## config.mk

```make
export PLATFORM = sky130hd
export DESIGN_NAME = led_stretch
export DESIGN_NICKNAME = d
export VERILOG_FILES = /design/src/rtl/led_stretch.sv
export SDC_FILE = /design/constraint.sdc
export NUM_CORES = 1
export LEC_CHECK = 0
export ABC_AREA = 0
export BUFFER_PORTS_ARGS = -buffer_cell sky130_fd_sc_hd__buf_2
export CAP_MARGIN = 10
export CORE_ASPECT_RATIO = 1.75
export CORE_MARGIN = 2
export CORE_UTILIZATION = 31
export CTS_BUF_LIST = sky130_fd_sc_hd__clkbuf_16
export CTS_CLUSTER_SIZE = 8
export DETAILED_ROUTE_END_ITERATION = 6
export PLACE_DENSITY_LB_ADDON = 0.3
export SYNTH_ARGS = -nofsm -noshare
export SYNTH_HDL_FRONTEND = slang
export SYNTH_SLANG_ARGS = --single-unit
```

## constraint.sdc

```tcl
create_clock -name tmb_clock0 -period 3.7 [get_ports tmb_clock0]
set_input_delay 0.37 -clock tmb_clock0 [delete_from_list [all_inputs] [get_ports tmb_clock0]]
set_output_delay 0.37 -clock tmb_clock0 [all_outputs]
set_load 0.05 [all_outputs]
```

## src/rtl/led_stretch.sv

```systemverilog
// Retriggerable pulse stretcher for front-panel LEDs: output stays lit STRETCH clocks after the last trigger.
module led_stretch #(
    parameter int STRETCH = 4000000
) (
    input  logic tmb_clock0,
    input  logic reset,
    input  logic trig,
    output logic led
);

    localparam int CW = $clog2(STRETCH + 1);

    logic [CW-1:0] cnt;

    always_ff @(posedge tmb_clock0) begin
        if (reset)
            cnt <= '0;
        else if (trig)
            cnt <= CW'(STRETCH);
        else if (cnt != '0)
            cnt <= cnt - CW'(1);
    end

    assign led = (cnt != '0);

endmodule

```

==> results by group <==
Status
  • Outcome: completed

Layout
  • Largest regs: cnt x22
  • Final instance area: 0.00134 mm²
  • Max reg flops: 22
  • Top reg by flops: cnt
  • Fraction of layout cells with a size suffix above 1: 9.86%
  • Fin cells: 190
  • P&R area growth vs syn: 8.70%
  • N_diodes: 0
  • Area of the multi-input gates: 731 µm²
  • Final core utilization: 34.8%
  • Fin nets: 149
  • Fill cells: 398
  • Flip-flop and latch area: 440 µm²

Timing
  • Period utilization: 72.3%
  • Final-report setup violation count: 0
  • RSZ-0062 raised after global routing: false
  • Hold Vio Cnt, Final: 0
  • Max-slew headroom: 58.0%
  • Final setup TNS: 0 ns
  • Fin. max-slew vios: 0
  • Tmin final: 2.67 ns
  • Worst-Margin Slew: 0.625 ns
  • Setup Skew: 0.00121 ns
  • Peak Freq: 374 MHz
  • Setup slack after layout: 1.03 ns

Routing
  • Drt pass-1 iters: 4
  • Mean routed wirelength per cell: 14.3 µm
  • Initial drt markers: 31
  • Via Count: 1096
  • Final ANT Viol Nets: 0
  • Drt via density: 5.77
  • Final wirelength: 2.72 mm
  • DRC errors left: 0

Clock tree
  • CTS max path bufs: 2
  • H-tree levels: 1
  • Post-CTS setup buffer count: 0
  • CTS tree: built
  • Root Buffer: clkbuf_16
  • Post-CTS Resized: 0
  • CTS Buf Count: 3
  • Clock slew at reported path FFs: 0.06 ns
  • Worst-Skew Late Latency: 0.25 ns
  • Clk sinks: 22
  • CTS Hold Bufs: 0

Setup path
  • Crit path capture type: output pin
  • Crit path largest cell delay: 0.57 ns
  • Critical-path top delay cell: nor4_4
  • Critical Path AT: 2.30 ns
  • WS Path Type: flip-flop to output pin
  • CP cell instances: inv_1, ha_1, or3b_2, nor4_4, nand2_1, buf_2
  • Critical path launch point type: flip-flop
  • Worst-path maximum fanout: 13
  • Worst EP required: 3.33 ns

Floorplanning
  • Die Area: 0.00453 mm²
  • Die Height: 87.5 µm
  • Core ar.: 0.00387 mm²
  • Core Rows: 30
  • Initial Util: 32.0%
  • Die width: 51.7 µm
  • # IOs: 4

Job
  • Max-cap violations: 0

Logic synthesis
  • Library cells used by synthesis: 36
  • Syn nets: 149
  • Most common cell in the netlist: dfxtp_1
  • Mapped Area: 0.00124 mm²
  • Async SR Flop Fraction: 0%
  • Top FF cell, synth: dfxtp_1
  • Ys Warns: 0
  • Top cell type by total area after synthesis: dfxtp_1
  • Post-synth top area share: 35.6%
  • Mapped Cells: 144
  • Flops & latches, synth: 22
  • Post-synth top cells: 22 x dfxtp_1, 14 x nand2_1, 13 x a21oi_1, 10 x or3_1
  • Largest cells by area after synthesis: dfxtp_1 36%, a21oi_1 5.3%, or3_1 5.1%, or4_1 4.9%, nand2_1 4.3%
  • Number of synthesized flops with an enable pin: 0
  • Average cell area after synthesis: 8.58 µm²
  • Register area share after synthesis: 35.6%

Place
  • Area after DPL: 0.00127 mm²
  • HPWL Detailed: 2.01 mm
  • IO Port Bufs: 3
  • Setup Slack @ Placement: 1.27 ns
  • Routability congestion estimate: 0.870
  • Placed insts: 187

Global routing
  • Gr ovfl total: 0
  • Antenna violations before repair: 0
  • Global-route wire length before repair: 4.84 mm
  • Largest net degree at the start of global routing: 16
  • Total track usage: 13.8%
  • Vias in the first global route: 1085

Pwr
  • Worst vdd ir: 0.332 mV
  • Static leakage: 0.467 nW
  • PD cells: 499 mW/mm²

Worst hold path
  • Hold Crit Class: input port to flip-flop
-- cells by family (layout without fill, tap and decap cells) --
group,after synthesis,count (layout),share of synthesized area (%)
AO/OA/AOI/OAI,43,43,23.0
adder cells (fa/ha/maj),2,2,2.02
buffers and inverters,13,11,5.26
flip-flops,22,22,35.6
multiplexers,5,5,4.05
AND/OR/NAND/NOR,59,59,30.1
-- per-layer routing --
layer | routed length, µm | track usage [%] | up-vias
li1 | - | - | 551
met1 | 1160 | 15.6 | 522
met2 | 1430 | 25.3 | 17
met3 | 64 | 1.54 | 6
met4 | 65 | 6.22 | 0
met5 | 0 | 0 | -
-- report_power, final --
part	leakage, nW	switching (W)	internal, W
combinational	0.248	0.000105	0.0000635
clock	0.0370	0.0000795	0.000143
sequential	0.181	0.0000229	0.000258
-- cell type report --
| cell class | instances | area share (%) |
|---|---|---|
| Multi-Input combinational cell | 109 | 54.4 |
| Sequential cell | 22 | 32.8 |
| Clock buffer | 3 | 5.59 |
| Tap cell | 48 | 4.47 |
| Timing Repair Buffer | 4 | 1.68 |
| Inverter | 4 | 1.12 |
-- placed cells by master (no fill, tap or decap), types with 3 or more instances in the layout --
cell type	instances
a21oi_1	13
a31oi_1	6
clkbuf_16	3
or3_1	10
or4_1	8
inv_1	4
a2111o_1	3
nor3_1	3
dfxtp_1	22
nand3b_1	3
mux2i_1	5
nand2_1	14
o31ai_1	6
nor2_1	5
o21ai_0	8
buf_2	3
-- stage by stage --
| step | total power, W | hold WS [ns] |
|---|---|---|
| final | 0.000671 | 0.450 |
| after global routing | 0.000718 | 0.490 |
| after CTS | 0.000677 | 0.451 |
| after detailed placement | 0.000454 | 0.479 |
| after global placement | 0.000446 | 0.467 |
| after floorplan | 0.000422 | 0.448 |
-- path summary, 6_finish.rpt --
kind / to / slack (ns) / cells past startpoint / start
worst max-delay path: led / 1.03 / 6 / cnt[1]
worst min-delay path: cnt[8] / 0.45 / 2 / reset
worst max register to register: cnt[9] / 1.27 / 7 / cnt[1]
worst min register to register: cnt[7] / 0.49 / 2 / cnt[7]
-- worst max-delay path, delay by kind of cell (launching register included) --
family                     cells  cell delay [ns]
buffers and inverters          2             0.36
and+or+nand+nor                3             1.20
DFF                            1             0.31
adders and majority gates      1             0.19
Power figures use the tool's default switching activity.
